===== src/rtl/async_fifo_wptr_full.sv =====
// Write-domain controller for an asynchronous FIFO. It owns the binary and Gray write pointers,
// synchronises the read pointer into wclk, and produces full, almost-full, level and overflow status.
module async_fifo_wptr_full #(
  parameter int DSIZE       = 8,
  parameter int ASIZE       = 4,
  parameter int AFULL_LEVEL = 14,
  parameter int SYNC_STAGES = 2
) (
  input  logic               wclk,
  input  logic               wrst,
  input  logic               winc,
  input  logic [DSIZE-1:0]   wdata,
  input  logic               woverflow_clr,
  input  logic [ASIZE:0]     rptr_gray,
  output logic               wen,
  output logic [ASIZE-1:0]   waddr,
  output logic [DSIZE-1:0]   wmem_data,
  output logic [ASIZE:0]     wptr_gray,
  output logic               wfull,
  output logic               walmost_full,
  output logic [ASIZE:0]     wlevel,
  output logic               woverflow
);

  localparam logic [ASIZE:0] AFULL_THR = (ASIZE+1)'(AFULL_LEVEL);

  function automatic logic [ASIZE:0] gray2bin(input logic [ASIZE:0] g);
    logic [ASIZE:0] b;
    b[ASIZE] = g[ASIZE];
    for (int i = ASIZE - 1; i >= 0; i--) begin
      b[i] = b[i+1] ^ g[i];
    end
    return b;
  endfunction

  function automatic logic [ASIZE:0] bin2gray(input logic [ASIZE:0] b);
    return b ^ (b >> 1);
  endfunction

  logic [SYNC_STAGES-1:0][ASIZE:0] sync_r;
  logic [ASIZE:0] rq_s;
  logic [ASIZE:0] rbin_s;
  logic [ASIZE:0] wbin_r;
  logic [ASIZE:0] wbin_next_s;
  logic [ASIZE:0] wgray_next_s;
  logic [ASIZE:0] wlevel_next_s;
  logic [ASIZE:0] full_cmp_s;
  logic [ASIZE:0] wptr_gray_r;
  logic [ASIZE:0] wlevel_r;
  logic           wen_s;
  logic           wfull_next_s;
  logic           walmost_full_next_s;
  logic           wfull_r;
  logic           walmost_full_r;
  logic           woverflow_r;

  // Read-pointer synchroniser chain into the write clock domain
  always_ff @(posedge wclk or posedge wrst) begin
    if (wrst) begin
      sync_r <= '0;
    end else begin
      sync_r <= {sync_r[SYNC_STAGES-2:0], rptr_gray};
    end
  end

  // Next-state pointer and status computation; the gating on wrst drops a write in flight at reset
  always_comb begin
    rq_s                = sync_r[SYNC_STAGES-1];
    rbin_s              = gray2bin(rq_s);
    wen_s               = winc & ~wfull_r & ~wrst;
    wbin_next_s         = wbin_r + {{ASIZE{1'b0}}, wen_s};
    wgray_next_s        = bin2gray(wbin_next_s);
    full_cmp_s          = {~rq_s[ASIZE:ASIZE-1], rq_s[ASIZE-2:0]};
    wfull_next_s        = (wgray_next_s == full_cmp_s);
    wlevel_next_s       = wbin_next_s - rbin_s;
    walmost_full_next_s = (wlevel_next_s >= AFULL_THR);
  end

  // Pointer and status registers
  always_ff @(posedge wclk or posedge wrst) begin
    if (wrst) begin
      wbin_r         <= '0;
      wptr_gray_r    <= '0;
      wfull_r        <= 1'b0;
      walmost_full_r <= 1'b0;
      wlevel_r       <= '0;
    end else begin
      wbin_r         <= wbin_next_s;
      wptr_gray_r    <= wgray_next_s;
      wfull_r        <= wfull_next_s;
      walmost_full_r <= walmost_full_next_s;
      wlevel_r       <= wlevel_next_s;
    end
  end

  // Sticky overflow: a rejected write takes priority over a clear on the same edge
  always_ff @(posedge wclk or posedge wrst) begin
    if (wrst) begin
      woverflow_r <= 1'b0;
    end else if (winc && wfull_r) begin
      woverflow_r <= 1'b1;
    end else if (woverflow_clr) begin
      woverflow_r <= 1'b0;
    end else begin
      woverflow_r <= woverflow_r;
    end
  end

  assign wen          = wen_s;
  assign waddr        = wbin_r[ASIZE-1:0];
  assign wmem_data    = wdata;
  assign wptr_gray    = wptr_gray_r;
  assign wfull        = wfull_r;
  assign walmost_full = walmost_full_r;
  assign wlevel       = wlevel_r;
  assign woverflow    = woverflow_r;

endmodule

===== config.mk =====
export PLATFORM = sky130hd
export DESIGN_NAME = async_fifo_wptr_full
export DESIGN_NICKNAME = d
export VERILOG_FILES = /design/src/rtl/async_fifo_wptr_full.sv
export SDC_FILE = /design/constraint.sdc
export NUM_CORES = 1
export LEC_CHECK = 0
export CORE_MARGIN = 1
export CORE_UTILIZATION = 35
export DETAILED_ROUTE_END_ITERATION = 12
export GPL_TIMING_DRIVEN = 0
export PLACE_DENSITY_LB_ADDON = 0.08
export SYNTH_ARGS = -nofsm -noshare
export SYNTH_HDL_FRONTEND = slang
export SYNTH_SLANG_ARGS = --single-unit
export TNS_END_PERCENT = 10

===== constraint.sdc =====
create_clock -name wclk -period 2.8 [get_ports wclk]
set_clock_uncertainty 0.2 [all_clocks]
set_input_delay 0.84 -clock wclk [delete_from_list [all_inputs] [get_ports wclk]]
set_output_delay 0.84 -clock wclk [all_outputs]
set_load 0.03 [all_outputs]

==> results of run 1 <==
==> cells by family (layout without fill, tap and decap cells) <==
family	Yosys count	after routing
compound gates	13	13
simple gates	17	17
mux	1	1
buf+inv	18	68
fa+ha+maj	8	8
flops	27	27
xor+xnor	19	19
==> area by class of cell <==
cell class / instances / area (um2)
plain buffers: 8 / 60.1
clock buffers: 3 / 22.5
clock inverters: 1 / 5.00
fillers: 307 / 1490
inverters: 10 / 37.5
multi-input cells: 58 / 649
flip-flops and latches: 27 / 677
well taps: 46 / 57.6
repair buffers: 46 / 419
==> flip-flops by register name (all words and copies together) (netlist names) <==
signal	count
wbin_r	5
rq_s	5
sync_r	5
walmost_full	1
wfull	1
wlevel	5
wptr_gray	4
woverflow	1
==> power by group <==
group	internal (mW)	switching, mW
clock	0.0536	0.113
combinational	0.702	0.683
sequential	0.524	0.116
==> through the flow <==
stage | hold slack, ns | util (%) | cells
2_1_floorplan | 0.131 | - | 103
5_1_grt | 0.184 | 56.4 | 199
3_5_place_dp | 0.136 | 51.1 | 183
6_report | 0.167 | 56.4 | 199
3_3_place_gp | 0.132 | 51.1 | 183
4_1_cts | 0.169 | 55.4 | 196
==> timing repair <==
item,4_1_cts,5_1_grt
setup endpoints to repair,5,4
pin swaps,12,7
setup buffers,9,3
resized for setup,21,7
==> worst min path at each step <==
stage / start / end / slack, ns / cells after the start
floorplan: sync_r[0]$_DFF_PP0_ / rq_s[0]$_DFF_PP0_ / 0.13 / 0
global placement: sync_r[3]$_DFF_PP0_ / rq_s[3]$_DFF_PP0_ / 0.13 / 0
detailed placement: sync_r[4]$_DFF_PP0_ / rq_s[4]$_DFF_PP0_ / 0.14 / 0
CTS: sync_r[4]$_DFF_PP0_ / rq_s[4]$_DFF_PP0_ / 0.17 / 0
global route: sync_r[4]$_DFF_PP0_ / rq_s[4]$_DFF_PP0_ / 0.18 / 0
finish: sync_r[4]$_DFF_PP0_ / rq_s[4]$_DFF_PP0_ / 0.17 / 0
==> routing by layer <==
metal	share of wire [%]	up-vias	wire, um	global-route usage, %
met3	5.0	4	118	3.13
met5	0	-	0	0
met1	42	431	991	16.9
met4	1.5	0	34	6.10
li1	-	426	-	-
met2	51	30	1190	23.5
==> Yosys cell counts <==
cell,number
xnor2_1,9
o21ai_0,5
nor2b_1,2
nor3b_1,2
o21a_1,1
buf_4,8
dfrtp_1,27
and4b_1,1
xor2_1,8
nand2_1,4
a21boi_0,2
a31oi_1,1
mux2i_1,1
a21o_1,1
ha_1,7
and3_1,1
fa_1,1
nand3_1,1
or3_1,1
o311ai_0,1
and3_2,1
and2_1,1
nor2_1,3
xnor3_1,2
a21oi_1,1
a2111oi_2,1
inv_1,10
==> run_results.csv, run 1 <==
group,metric,value,unit
outcome,outcome,"completed",
yosys,synth_compound_area_share,7.09,%
yosys,yosysSeqAreaShare,53.2,%
yosys,synthAdderAreaFrac,8.47,%
yosys,ys_ff_latch,27,
detailed_routing,post_drt_wl_per_cell,11.7,um
critical_path,crit_cells,1,
power,p_leak,0.860,nW
clock_tree,htree_levels,1,
grt,grt_first_pass_wirelength,4170,um
placed_design,place.gp.congestion,0.726,
yosys,synth_area_leaders,"dfrtp_1 (53%), ha_1 (6.9%), xnor2_1 (6.2%)",
yosys,synth_nets,128,
layout,diodes,0,
timing,hold_violations,0,
placed_design,io_buffers,34,
grt,antenna_found_initial,0,
critical_path,path_cells,"clkdlybuf4s50_1",
grt,grt_pass1_vias,955,
layout,nets,179,
detailed_routing,drc_errors,0,
floorplan,core-area,3420,um2
clock_tree,cts_buffers,3,
yosys,yosysTopAreaCell,"dfrtp_1",
clock_tree,cts_tree,"built",
detailed_routing,routed_via_density,4.48,
clock_tree,clk_path_buf_depth,2,
critical_path,path_delay_family,"buffers and inverters",
critical_path,cp.arrival,1.64,ns
critical_path,worstPathRequired,1.76,ns
critical_path,cpPeakStageDelay,0.74,ns
timing,max_slew_margin,33.6,%
yosys,synth-xor-area-share,15.3,%
placed_design,hpwl,1630,um
grt,overflow,0,
timing,drv_slew,0,
clock_tree,clockRootBuffer,"clkbuf_4",
yosys,synth_cell_type_count,27,
timing,tightest_slew,0.996,ns
timing,period_minus_slack,2.68,ns
critical_path,ff2ff_path_depth,10,
timing,finalCritPeriodShare,95.8,%
detailed_routing,drtIter0Drc,7,
grt,grt_max_degree,28,
timing,fmax,373,MHz
clock_tree,hold_buffers,0,
yosys,synthesis.area,1270,um2
yosys,synthesis.instances,103,
power,powerDensity,1140,nW/um2
floorplan,start_util,37.2,%
yosys,synth.avg_cell_area,12.3,um2
detailed_routing,ant_nets,0,
timing,tns,0,ns
critical_path,reg2reg_slack,0.15,ns
critical_path,cp_max_fo,7,
timing,layout_setup_ws,0.117,ns
clock_tree,cts_sinks,27,
yosys,synth_top_area_share,53.2,%
timing,finalSetupViolations,0,
floorplan,die_y,62.2,um
layout,design_area,1930,um2
layout,final_common_cell,"clkdlybuf4s50_1",
layout,mostFrequentLayoutCells,"clkdlybuf4s50_1 (31), dfrtp_1 (26), buf_4 (19)",
critical_path,startpoint,"wbin_r[2]$_DFF_PP0_",
floorplan,io_pins,43,
floorplan,rows,21,
detailed_routing,routed_wl,2340,um
placed_design,place_ws,-0.648,ns
critical_path,cp-end-kind,"output port",
critical_path,crit_end,"waddr[2]",
floorplan,die_w,62.2,um
floorplan,dieArea,3870,um2
yosys,ys_warn_count,0,
yosys,yosys.area_share.simple,7.49,%
placed_design,placed_area,1750,um2
critical_path,r2r-end,"walmost_full$_DFF_PP0_",
clock_tree,clk_pin_slew,0.14,ns
detailed_routing,dr_total_vias,891,
hold_path,hold_class,"flip-flop to flip-flop",
layout,drive_gt1_share,30.1,%
power,ir_drop,0.622,mV
critical_path,path_buf_inv,1,
power,p_total,2.19,mW
critical_path,startpoint_type,"flip-flop",
detailed_routing,dr.pass1.iters,2,
timing,rsz0062_at_grt,"false",
clock_tree,clk_latency,0.32,ns
critical_path,r2r_start,"rq_s[3]$_DFF_PP0_",
yosys,synth_top_family_by_area,"XOR/XNOR gates",
critical_path,crit_type,"flip-flop to output port",
run,max-cap-violations,0,
grt,grt_usage,13.9,%
layout,syn2layout_area_growth,51.8,%
yosys,synthMuxAreaShare,0.788,%
critical_path,critPathSlowestCell,"clkdlybuf4s50_1",
Note: power is estimated with default switching activity, not from simulation.
==> run 2: changes to the inputs <==
Settings changed: SETUP_SLACK_MARGIN from default to 0.5.
==> run_results.csv, run 2 (synthesis gave the netlist of run 1 again) <==
group,metric,value,unit
outcome,outcome,"completed",
critical_path,path_buf_inv,2,
detailed_routing,routed_wl,2530,um
grt,grt_pass1_vias,984,
placed_design,place_inst,183,
timing,finalSetupViolations,0,
grt,overflow,0,
layout,syn2layout_area_growth,62.6,%
critical_path,cp.arrival,2.69,ns
floorplan,dieArea,3870,um2
layout,final_common_cell,"clkdlybuf4s50_1",
detailed_routing,dr.pass1.iters,4,
timing,hold_violations,0,
placed_design,placed_area,1750,um2
critical_path,reg2reg_slack,0.22,ns
layout,regArea,677,um2
clock_tree,clk_pin_slew,0.14,ns
detailed_routing,routed_via_density,4.54,
floorplan,die_y,62.2,um
timing,drv_slew,0,
critical_path,cp_max_fo,5,
timing,rsz0062_at_grt,"true",
detailed_routing,post_drt_wl_per_cell,12.2,um
placed_design,io_buffers,34,
hold_path,holdPathEnd,"rq_s[4]$_DFF_PP0_",
critical_path,cp-end-kind,"flip-flop",
clock_tree,clockRootBuffer,"clkbuf_4",
critical_path,path_cells,"buf_8, nor3b_4, buf_6, ha_4, and2_4, nand2_2, xnor2_2, ha_1, a21boi_2, o311ai_1",
timing,finalCritPeriodShare,94.9,%
detailed_routing,ant_nets,0,
grt,grt_first_pass_wirelength,4280,um
clock_tree,cts_tree,"built",
clock_tree,clk_path_buf_depth,2,
hold_path,hold_depth,0,
layout,diodes,0,
clock_tree,clk_latency,0.32,ns
grt,grt_usage,14.6,%
floorplan,start_util,37.2,%
placed_design,hpwl,1630,um
power,powerDensity,1130,nW/um2
hold_path,min_from,"sync_r[4]$_DFF_PP0_",
critical_path,r2r_start,"rq_s[4]$_DFF_PP0_",
run,max-cap-violations,0,
critical_path,ff2ff_path_depth,10,
grt,antenna_found_initial,0,
floorplan,io_pins,43,
clock_tree,cts_buffers,3,
detailed_routing,dr_total_vias,940,
critical_path,critPathSlowestCell,"ha_1",
floorplan,die_w,62.2,um
timing,period_minus_slack,2.66,ns
power,ir_drop,0.666,mV
timing,tightest_slew,0.999,ns
floorplan,core-area,3420,um2
placed_design,place.gp.congestion,0.726,
critical_path,crit_cells,10,
clock_tree,cts_sinks,27,
critical_path,worstPathRequired,2.83,ns
hold_path,hold_class,"flip-flop to flip-flop",
layout,nets,187,
layout,multi_input_area,707,um2
critical_path,path_delay_family,"adder cells",
critical_path,startpoint_type,"primary input",
layout,stdcell_count,207,
grt,grt_max_degree,28,
floorplan,rows,21,
timing,fmax,376,MHz
detailed_routing,drc_errors,0,
layout,n_fill_cell,294,
power,p_leak,0.926,nW
critical_path,crit_type,"primary input to flip-flop",
critical_path,cpPeakStageDelay,0.34,ns
layout,mostFrequentLayoutCells,"clkdlybuf4s50_1 (30), buf_4 (26), dfrtp_1 (26)",
clock_tree,htree_levels,1,
critical_path,r2r-end,"walmost_full$_DFF_PP0_",
layout,drive_gt1_share,38.5,%
timing,max_slew_margin,33.3,%
layout,design_area,2060,um2
detailed_routing,drtIter0Drc,7,
[run 2: final cells by class]
type                            count  area share [%]
Multi-Input combinational cell     58            34.2
Sequential cell                    27            32.8
Timing Repair Buffer               54            24.1
Buffer                              8            2.91
Tap cell                           46            2.79
Inverter                           10            1.82
Clock buffer                        3            1.09
Clock inverter                      1           0.242
[run 2: stage by stage]
step                      utilization, %  setup TNS (ns)  total power, mW  hold slack (ns)  setup WS [ns]
final                               60.4               0             2.32            0.166          0.142
after floorplan                        -          -0.628             1.45            0.131         -0.199
after CTS                           57.4               0             2.21            0.169          0.140
after global placement              51.1           -3.33             1.81            0.132         -0.646
after global routing                60.4               0             2.49            0.184          0.114
after detailed placement            51.1           -3.45             1.81            0.136         -0.648
[run 2: what timing repair did]
item / CTS / global route
gates resized for setup: 33 / 13
pin swaps: 15 / 17
hold buffers: 0 / 0
setup buffers: 15 / 5
setup endpoints to repair: 37 / 33
[run 2: worst max-delay path by stage]
stage                     from  slack, ns                     end
after global routing      wrst       0.11  walmost_full$_DFF_PP0_
after CTS                 wrst       0.14         wfull$_DFF_PP0_
after detailed placement  wrst      -0.65  walmost_full$_DFF_PP0_
final                     wrst       0.14  walmost_full$_DFF_PP0_
after floorplan           winc      -0.20         wfull$_DFF_PP0_
after global placement    winc      -0.65  walmost_full$_DFF_PP0_
[run 2: metal layers]
metal	vias to the layer above	GRT usage [%]	share of wire [%]	wire, um
met3	4	3.13	4.5	114
met1	462	16.8	41	1040
met2	29	24.6	52	1320
li1	445	-	-	-
met5	-	0	0	0
met4	0	9.59	2.1	54
[run 2: power by group]
| part | internal, mW | total, mW | switching [mW] |
|---|---|---|---|
| Clock | 0.0536 | 0.168 | 0.114 |
| Sequential | 0.524 | 0.642 | 0.118 |
| Combinational | 0.771 | 1.51 | 0.742 |
==> run 3: changes to the inputs <==
Settings changed: CORE_MARGIN 1 to default.
==> results of run 3 <==
The final DEF is identical to that of run 2; final timing and power are the same.
==> RTL edit (flow settings as in run 2) <==
`ASIZE`: 4 -> 2.
--- a/src/rtl/async_fifo_wptr_full.sv
+++ b/src/rtl/async_fifo_wptr_full.sv
@@ -4,3 +4,3 @@
   parameter int DSIZE       = 8,
-  parameter int ASIZE       = 4,
+  parameter int ASIZE       = 2,
   parameter int AFULL_LEVEL = 14,
Interface: changed (resized rptr_gray, waddr, wlevel and wptr_gray); port bits go from 43 to 35. The function was not compared with the original's and may differ.
==> RTL edit against run 2 <==
- sequential share of layout area is 5.2 points higher
- final cell count is 44% lower
- area after synthesis is 43% lower
- sequential cell count is 10 lower
- worst setup slack better by 0.25 ns
- cell area is 46% lower
- largest cell class is now flip-flops and latches
- routed wire length is 60% lower
- total power is 49% lower
==> RTL edit: results (changes against run 2) <==
Global routing
  – Wire length of the first global-routing pass: 1524 µm (-64%)
  – Number of global-route vias before repair: 379 (-61%)
  – Global Route Usage Sum: 10.39% (-4.2 points)
  – Maximum number of pins on one net before global-route repair: 18 (-36%)

Yosys
  – Portion of the post-synthesis area used by sequential elements: 59.13% (+5.9 points)
  – Compound-cell area share of the yosys netlist: 1.913% (-5.2 points)
  – Unique masters post-synth: 16 (-41%)
  – Dominant cells by area after synthesis: dfrtp_1 59%, buf_4 8.3%, ha_1 5.2%, xnor2_1 4.9%, inv_1 3.1%

Cells and area
  – Repair and plain buffers: 37 (-40%)
  – CLK BUF: 4 (+1)
  – Area used by multi-input combinational logic: 270.3 µm² (-62%)
  – Fraction of area in non-clock buffers: 30.36% (+3.3 points)
  – # fillers: 176 (-40%)
  – Layout Cells excl Fill: 116 (-44%)
  – Multi-In Gates: 25 (-57%)
  – FFs & Latches: 17 (-37%)
  – Clk tree area frac: 2.344% (+1.0 points)

Drt
  – Count of vias placed by the detailed router: 471 (-50%)

Setup path
  – Crit Path Max Fanout: 2 (-3)
  – Critical path endpoint: wen
  – Worst R2R Start: wfull$_DFF_PP0_
  – Data arrival at the endpoint of the critical path: 1.37 ns (-1.32 ns)
  – Depth of the worst register-to-register path: 8 (-2)

Floorplanning
  – DIE AREA: 0.002241 mm² (-42%)

Power
  – Internal Dissipation: 719.5 µW (-47%)
  – Leakage power of the design: 0.5387 nW (-42%)
  – IR Drop Worst-Case VDD: 0.0004857 V (-27%)

Run status
  – Status: finished, final reports clean

Place
  – GP Congestion: 0.7041 (-3.0%)
  – Buffers on Ports: 26 (-24%)
  – Post-DP Area: 0.001072 mm² (-39%)

Clocking
  – Clock transition time at the flip-flop clock pins of the worst setup and hold paths: 0.08 ns (-0.06 ns)
-- RTL edit: changes by cell type in the layout (fill, tap and decap cells not counted), moves of 3 or more --
cell	run 2	this run
buf_4	26	11
xor2_1	6	2
o21ai_1	3	0
xnor2_2	5	1
clkdlybuf4s50_1	30	12
inv_1	8	4
dfrtp_1	26	17
dlygate4sd2_1	1	9
-- RTL edit: worst max-delay path, cell delays in order --
cell,delay (ns)
buf_6,0.10
nor3b_4,0.26
buf_6,0.17
-- RTL edit: kinds of logic after synthesis --
kind of cell	Yosys count
flops	17
buf+inv	14
simple gates	10
xor+xnor	7
fa+ha+maj	4
compound gates	2
mux	2
-- RTL edit: how the worst min path moves through the flow --
stage | start | endpoint
2_1_floorplan | sync_r[0]$_DFF_PP0_ | rq_s[0]$_DFF_PP0_
3_3_place_gp | sync_r[2]$_DFF_PP0_ | rq_s[2]$_DFF_PP0_
3_5_place_dp | sync_r[2]$_DFF_PP0_ | rq_s[2]$_DFF_PP0_
4_1_cts | sync_r[2]$_DFF_PP0_ | rq_s[2]$_DFF_PP0_
5_1_grt | sync_r[0]$_DFF_PP0_ | rq_s[0]$_DFF_PP0_
6_report | sync_r[2]$_DFF_PP0_ | rq_s[2]$_DFF_PP0_
-- RTL edit: timing repair --
item / in CTS / in global routing
gates resized for setup: 28 / 2
pin swaps: 7 / 0
buffers inserted: 3 / 0
setup endpoints to repair: 25 / 20
-- RTL edit: power by group through the flow --
stage | registers (mW) | clock network (mW) | logic, mW
2_1_floorplan | 0.546 | 0 | 0.296
3_3_place_gp | 0.384 | 0 | 0.674
3_5_place_dp | 0.386 | 0 | 0.676
4_1_cts | 0.380 | 0.131 | 0.712
5_1_grt | 0.387 | 0.142 | 0.767
6_report | 0.377 | 0.121 | 0.697
-- RTL edit: routing by layer --
metal | wire (µm) | track usage, % | vias to the layer above
li1 | - | - | 231
met1 | 389 | 11.19 | 217
met2 | 509 | 16.16 | 21
met3 | 98 | 3.846 | 2
met4 | 13 | 8.571 | 0
met5 | 0 | 0 | -
-- RTL edit: metrics by stage --
| step | TNS (ns) | util, % | setup slack, ns |
|---|---|---|---|
| 6_report | 0 | 57.73 | 0.3905 |
| 5_1_grt | 0 | 57.73 | 0.3623 |
| 4_1_cts | 0 | 57.47 | 0.3749 |
| 3_5_place_dp | -0.9995 | 55.22 | -0.4987 |
| 3_3_place_gp | -1.004 | 55.22 | -0.4997 |
| 2_1_floorplan | 0 | - | 0.04546 |
